<file path="src/rtl/mrt_poly_normalize_if.sv">
// Handshake bundle between the polynomial producer and mrt_poly_normalize.
// master = producer/consumer side, slave = the normalizer.
interface mrt_poly_normalize_if #(
    parameter int unsigned NUM_COEFFS = 20,
    parameter int unsigned WORD_BITS  = 16,
    parameter int unsigned COEFF_BITS = 17
);
    localparam int unsigned OUT_BITS  = NUM_COEFFS * WORD_BITS;
    localparam int unsigned POLY_BITS = NUM_COEFFS * COEFF_BITS;

    logic                 in_valid_i;
    logic                 in_ready_o;
    logic [POLY_BITS-1:0] poly_i;
    logic                 out_valid_o;
    logic                 out_ready_i;
    logic [OUT_BITS-1:0]  int_o;
    logic                 overflow_o;

    modport master (
        output in_valid_i, poly_i, out_ready_i,
        input  in_ready_o, out_valid_o, int_o, overflow_o
    );

    modport slave (
        input  in_valid_i, poly_i, out_ready_i,
        output in_ready_o, out_valid_o, int_o, overflow_o
    );
endinterface

</file>
<file path="src/rtl/mrt_poly_normalize.sv">
// Serial carry resolver: redundant-form polynomial -> canonical packed integer.
// Define MRT_POLY_NORMALIZE_REDUCE_EN to add one conditional subtraction of MODULUS.
module mrt_poly_normalize #(
    parameter int unsigned NUM_COEFFS = 20,
    parameter int unsigned WORD_BITS  = 16,
    parameter int unsigned COEFF_BITS = 17
`ifdef MRT_POLY_NORMALIZE_REDUCE_EN
    ,
    parameter logic [NUM_COEFFS*WORD_BITS-1:0] MODULUS =
        {(NUM_COEFFS*WORD_BITS){1'b1}} - (NUM_COEFFS*WORD_BITS)'(188)
`endif
) (
    input  logic                 clk,
    input  logic                 rst_n,
    mrt_poly_normalize_if.slave  bus,
    output logic                 busy_o
);
    localparam int unsigned OUT_BITS   = NUM_COEFFS * WORD_BITS;
    localparam int unsigned POLY_BITS  = NUM_COEFFS * COEFF_BITS;
    localparam int unsigned SUM_BITS   = COEFF_BITS + 1;
    localparam int unsigned CARRY_BITS = COEFF_BITS - WORD_BITS + 1;
    localparam int unsigned IDX_BITS   = $clog2(NUM_COEFFS);
    localparam logic [IDX_BITS-1:0] LAST_IDX = IDX_BITS'(NUM_COEFFS - 1);

    typedef enum logic [1:0] {
        IDLE,
        CONV,
        DONE
`ifdef MRT_POLY_NORMALIZE_REDUCE_EN
        ,
        REDUCE
`endif
    } state_t;

    state_t                state;
    logic [POLY_BITS-1:0]  poly_q;
    logic [IDX_BITS-1:0]   idx;
    logic [CARRY_BITS-1:0] carry;

    logic [COEFF_BITS-1:0] coeff_c;
    logic [SUM_BITS-1:0]   sum_c;
    logic [CARRY_BITS-1:0] carry_c;

    // Current coefficient plus incoming carry; sum is wide enough never to truncate.
    always_comb begin
        coeff_c = poly_q[32'(idx) * COEFF_BITS +: COEFF_BITS];
        sum_c   = SUM_BITS'(coeff_c) + SUM_BITS'(carry);
        carry_c = sum_c[SUM_BITS-1:WORD_BITS];
    end

`ifdef MRT_POLY_NORMALIZE_REDUCE_EN
    localparam int unsigned DIFF_BITS = WORD_BITS + 1;

    logic [OUT_BITS-1:0]  shadow;
    logic                 borrow;
    logic [DIFF_BITS-1:0] diff_c;

    // Word-serial subtraction of MODULUS from the resolved result; top bit is the borrow out.
    always_comb begin
        diff_c = {1'b0, bus.int_o[32'(idx) * WORD_BITS +: WORD_BITS]}
               - {1'b0, MODULUS[32'(idx) * WORD_BITS +: WORD_BITS]}
               - DIFF_BITS'(borrow);
    end
`endif

    always_ff @(posedge clk or negedge rst_n) begin
        if (!rst_n) begin
            state           <= IDLE;
            poly_q          <= '0;
            idx             <= '0;
            carry           <= '0;
            bus.in_ready_o  <= 1'b1;
            bus.out_valid_o <= 1'b0;
            bus.int_o       <= '0;
            bus.overflow_o  <= 1'b0;
            busy_o          <= 1'b0;
`ifdef MRT_POLY_NORMALIZE_REDUCE_EN
            shadow          <= '0;
            borrow          <= 1'b0;
`endif
        end else begin
            case (state)
                IDLE: begin
                    if (bus.in_valid_i && bus.in_ready_o) begin
                        poly_q         <= bus.poly_i;
                        carry          <= '0;
                        idx            <= '0;
                        bus.in_ready_o <= 1'b0;
                        busy_o         <= 1'b1;
                        state          <= CONV;
                    end
                end
                CONV: begin
                    bus.int_o[32'(idx) * WORD_BITS +: WORD_BITS] <= sum_c[WORD_BITS-1:0];
                    carry <= carry_c;
                    if (idx == LAST_IDX) begin
                        bus.overflow_o <= (carry_c != '0);
                        idx            <= '0;
`ifdef MRT_POLY_NORMALIZE_REDUCE_EN
                        borrow         <= 1'b0;
                        state          <= REDUCE;
`else
                        bus.out_valid_o <= 1'b1;
                        state           <= DONE;
`endif
                    end else begin
                        idx <= idx + IDX_BITS'(1);
                    end
                end
`ifdef MRT_POLY_NORMALIZE_REDUCE_EN
                REDUCE: begin
                    // Shadow fills from the top so it is aligned after the last word.
                    shadow <= {diff_c[WORD_BITS-1:0], shadow[OUT_BITS-1:WORD_BITS]};
                    borrow <= diff_c[WORD_BITS];
                    if (idx == LAST_IDX) begin
                        if (bus.overflow_o || !diff_c[WORD_BITS]) begin
                            bus.int_o      <= {diff_c[WORD_BITS-1:0], shadow[OUT_BITS-1:WORD_BITS]};
                            bus.overflow_o <= 1'b0;
                        end
                        idx             <= '0;
                        bus.out_valid_o <= 1'b1;
                        state           <= DONE;
                    end else begin
                        idx <= idx + IDX_BITS'(1);
                    end
                end
`endif
                DONE: begin
                    if (bus.out_valid_o && bus.out_ready_i) begin
                        bus.out_valid_o <= 1'b0;
                        bus.in_ready_o  <= 1'b1;
                        busy_o          <= 1'b0;
                        state           <= IDLE;
                    end
                end
                default: state <= IDLE;
            endcase
        end
    end
endmodule
</file>
<file path="src/flat_wrapper.sv">
// flat-port wrapper written by rule: the top's interface ports become plain ports
module mrt_poly_normalize_flat 
#(
    parameter int unsigned NUM_COEFFS = 20,
    parameter int unsigned WORD_BITS  = 16,
    parameter int unsigned COEFF_BITS = 17

)
  (clk, rst_n, busy_o, bus_in_valid_i, bus_poly_i, bus_out_ready_i, bus_in_ready_o, bus_out_valid_o, bus_int_o, bus_overflow_o);
  mrt_poly_normalize_if #(.NUM_COEFFS(NUM_COEFFS), .WORD_BITS(WORD_BITS), .COEFF_BITS(COEFF_BITS)) bus_i ();
  input  logic clk;
  input  logic rst_n;
  output logic busy_o;
  input wire logic [$bits(bus_i.in_valid_i)-1:0] bus_in_valid_i;
  input wire logic [$bits(bus_i.poly_i)-1:0] bus_poly_i;
  input wire logic [$bits(bus_i.out_ready_i)-1:0] bus_out_ready_i;
  output wire logic [$bits(bus_i.in_ready_o)-1:0] bus_in_ready_o;
  output wire logic [$bits(bus_i.out_valid_o)-1:0] bus_out_valid_o;
  output wire logic [$bits(bus_i.int_o)-1:0] bus_int_o;
  output wire logic [$bits(bus_i.overflow_o)-1:0] bus_overflow_o;
  assign bus_i.in_valid_i = bus_in_valid_i;
  assign bus_i.poly_i = bus_poly_i;
  assign bus_i.out_ready_i = bus_out_ready_i;
  assign bus_in_ready_o = bus_i.in_ready_o;
  assign bus_out_valid_o = bus_i.out_valid_o;
  assign bus_int_o = bus_i.int_o;
  assign bus_overflow_o = bus_i.overflow_o;
  mrt_poly_normalize #(.NUM_COEFFS(NUM_COEFFS), .WORD_BITS(WORD_BITS), .COEFF_BITS(COEFF_BITS)) u_core (.clk(clk), .rst_n(rst_n), .bus(bus_i), .busy_o(busy_o));
endmodule
</file>
<file path="config.mk">
export PLATFORM = sky130hd
export DESIGN_NAME = mrt_poly_normalize_flat
export DESIGN_NICKNAME = d
export VERILOG_FILES = /design/src/rtl/mrt_poly_normalize_if.sv /design/src/rtl/mrt_poly_normalize.sv /design/src/flat_wrapper.sv
export SDC_FILE = /design/constraint.sdc
export NUM_CORES = 1
export LEC_CHECK = 0
export ABC_CLOCK_PERIOD_IN_PS = 9300
export CAP_MARGIN = 20
export CORE_AREA = 2 2 261 263
export DETAILED_ROUTE_END_ITERATION = 8
export DIE_AREA = 0 0 263 265
export PLACE_DENSITY = 0.7
export SLEW_MARGIN = 15
export SYNTH_ARGS = -nofsm -noshare
export SYNTH_HDL_FRONTEND = slang
export SYNTH_SLANG_ARGS = --single-unit
</file>
<file path="constraint.sdc">
create_clock -name clk -period 9.3 [get_ports clk]
set_clock_uncertainty 0.2 [all_clocks]
set_input_delay 1.395 -clock clk [delete_from_list [all_inputs] [get_ports clk]]
set_output_delay 1.395 -clock clk [all_outputs]
set_load 0.01 [all_outputs]
</file>
==> flow_summary.toml <==
[status]
status = "finished clean"

[logic_synthesis]
synth_edf_count = 0
synth_seq_area_share_pct = 59.6
yosys_warnings = 0
ys.flop_type = "dfrtp_1"
avgSynthCellArea_um2 = 9.84
async_flop_share_pct = 100
synthesis.nets = 3220
syn_inst = 2870
synth_area_um2 = 28200
yosys_register_bits = 673
ys_types = 65

[placed_design]
io_buffer_count = 667
dp_hpwl_mm = 70.2
gp_congestion = 0.851

[global_routing]
overflow = 0
first_global_vias = 22700
grtUsageTotal_pct = 27.8
use_met3_pct = 5.85
antenna_found_initial = 5
grt_max_degree = 213
gr-usage-met2_pct = 47.3
grtUsageMet1_pct = 35.5
grt_pass1_wl_mm = 146
top_usage_layer = "met2"

[route]
dr_total_vias = 22600
drc = 0
firstDrtPassIters = 5
drt_iter0_drc = 2423
vias_per_cell = 5.15
wl_per_cell_um = 22.0
ant_nets = 0
routed_wl_mm = 96.6

[clock_tree]
htree_levels = 3
clkLatencyLatePin_ns = 0.62
cts.sink_count = 673
cts_resized = 0
post_cts_buffers = 0
root_buffer = "clkbuf_16"
cts_buffers = 74
cts-hold-fix-buffers = 0
clkTransAtPathRegs_ns = 0.06
cts_tree = "yes"
cts_buffer_depth = 3

[floorplanning]
ios = 668
rows = 95
floorplan.initialDensity_pct = 42.3
die-area_um2 = 69700
design.core.area_um2 = 66800
fp.dieW_um = 263
fp.dieH_um = 265

[timing]
hold_viol_final = 0
period_minus_slack_ns = 5.28
tns_ns = 0
rsz0062_at_grt = "no"
fin_crit_sh_pct = 56.8
worst_pin_slew_ns = 1.11
slew_headroom_pct = 25.9
slew_violations = 0
setup_viol = 0
timing.fmax_mhz = 189

[worst_setup_path]
ff2ff_path_depth = 12
r2r-start = "u_core.idx[0]$_DFFE_PN0P_"
crit_end = "u_core.bus.int_o[238]$_DFFE_PN0P_"
critPathKind = "flop to flop"
rr_endpoint = "u_core.bus.int_o[238]$_DFFE_PN0P_"
start_kind = "flop"
arrival_ns = 5.52
critPathMaxFanout = 39
ff2ff_setup_slack_ns = 4.02
end_kind = "flop"
worstSetupStartpoint = "u_core.idx[0]$_DFFE_PN0P_"
cp.required_ns = 9.54

[final_layout]
drive_gt1_share_pct = 7.93
final_nets = 3805
final_common_cell = "nand2_1"
utilization_pct = 56.8
layout_common_cells = "1350 x nand2_1, 668 x dfrtp_1, 666 x clkdlybuf4s50_1"
syn2layout_area_growth_pct = 34.4

[power]
peakVddDrop_v = 0.000101
p_leak_nw = 18.5
p_per_area_nw_per_um2 = 161

[min_path]
hold_path_class = "flop to flop"

[flow_run]
drv_cap = 0
-- area by class of cell --
class	instances	area [um2]
clock buffer	96	2050
fill	5821	28900
timing repair buffer	701	6990
inverter	6	27.5
tap	873	1090
clock inverter	32	377
sequential	673	16900
multi-input combinational	1999	10500
antenna	3	7.51
-- where the power goes --
part / switching, W / internal, W
Sequential: 0 / 0.00293
Combinational: 0.0000910 / 0.000130
Clock: 0.00123 / 0.00173
-- sequential cells by signal (all words and copies together) (netlist names), 2 cells and up --
register and cells:
u_core.carry 2, u_core.idx 5, u_core.state 2, u_core.poly_q 340
u_core.bus.int_o 320
-- kinds of logic after synthesis --
kind of cell / Yosys count / synth area share (%)
xor gates and xnor gates: 16 / 0.496
and+or+nand+nor: 1464 / 20.2
muxes: 164 / 9.23
DFF: 673 / 59.6
AOI/OAI and AO/OA: 349 / 6.79
buffers and inverters: 198 / 3.31
adders and majority gates: 6 / 0.292
-- worst min path at each step --
stage                                   startpoint                        endpoint  slack [ns]  cells past startpoint
finish              u_core.poly_q[123]$_DFFE_PN0P_  u_core.poly_q[123]$_DFFE_PN0P_        0.27                      2
global route         u_core.poly_q[88]$_DFFE_PN0P_   u_core.poly_q[88]$_DFFE_PN0P_        0.29                      2
CTS                 u_core.poly_q[123]$_DFFE_PN0P_  u_core.poly_q[123]$_DFFE_PN0P_        0.27                      2
detailed placement  u_core.poly_q[123]$_DFFE_PN0P_  u_core.poly_q[123]$_DFFE_PN0P_        0.26                      2
global placement    u_core.poly_q[227]$_DFFE_PN0P_  u_core.poly_q[227]$_DFFE_PN0P_        0.25                      2
floorplan           u_core.poly_q[104]$_DFFE_PN0P_  u_core.poly_q[104]$_DFFE_PN0P_        0.24                      2
-- metrics by stage --
step	hold WS [ns]	std cells	setup slack, ns	power (W)	cell area (um2)
2_1_floorplan	0.237	2870	4.90	0.00298	28200
4_1_cts	0.268	4378	3.94	0.00617	37900
3_5_place_dp	0.255	4250	3.94	0.00321	35500
6_report	0.266	4383	4.02	0.00611	37900
5_1_grt	0.287	4382	3.71	0.00630	37900
3_3_place_gp	0.249	4249	4.04	0.00321	35500
-- cell usage after synthesis (all sizes together), types with 3 or more instances --
cell    count  area (um2)
xnor2       4        35.0
nor2       25        93.8
nor3        7        45.0
nor3b       3        27.5
a32oi       4        35.0
nor2b      10        62.6
a22oi      17         128
o31ai       7        52.6
xor2       12         105
inv         6        27.5
nand2    1350        5070
nand4       3        18.8
nand3      26         135
and3       10        63.8
and2       11        71.3
a221oi      5        50.0
mux2i      49         490
ha          5        62.6
a21oi      11        55.1
a22o        5        43.8
o21ai     283        1420
mux2       48         541
clkbuf    149         562
nand2b      7        43.8
buf        43         347
dfrtp     672       16800
or2         4        25.0
mux4       67        1580
-- critical path: stages (launching register included) --
cell and delay, ns:
dfrtp_4 0.76, buf_4 0.68, mux4_2 0.58, mux4_2 0.55, a22o_1 0.26, ha_1 0.22
fa_1 0.44, o21ai_0 0.10, a211o_1 0.18, nor2_1 0.14, nand4_1 0.12, a21o_1 0.60
o21ai_0 0.23
-- routing by layer --
layer	share of wire (%)	vias up
li1	-	10500
met1	41	11100
met4	3.0	2
met5	0.011	-
met3	6.4	143
met2	50	784
No activity file was read; power rests on OpenSTA's default activity.
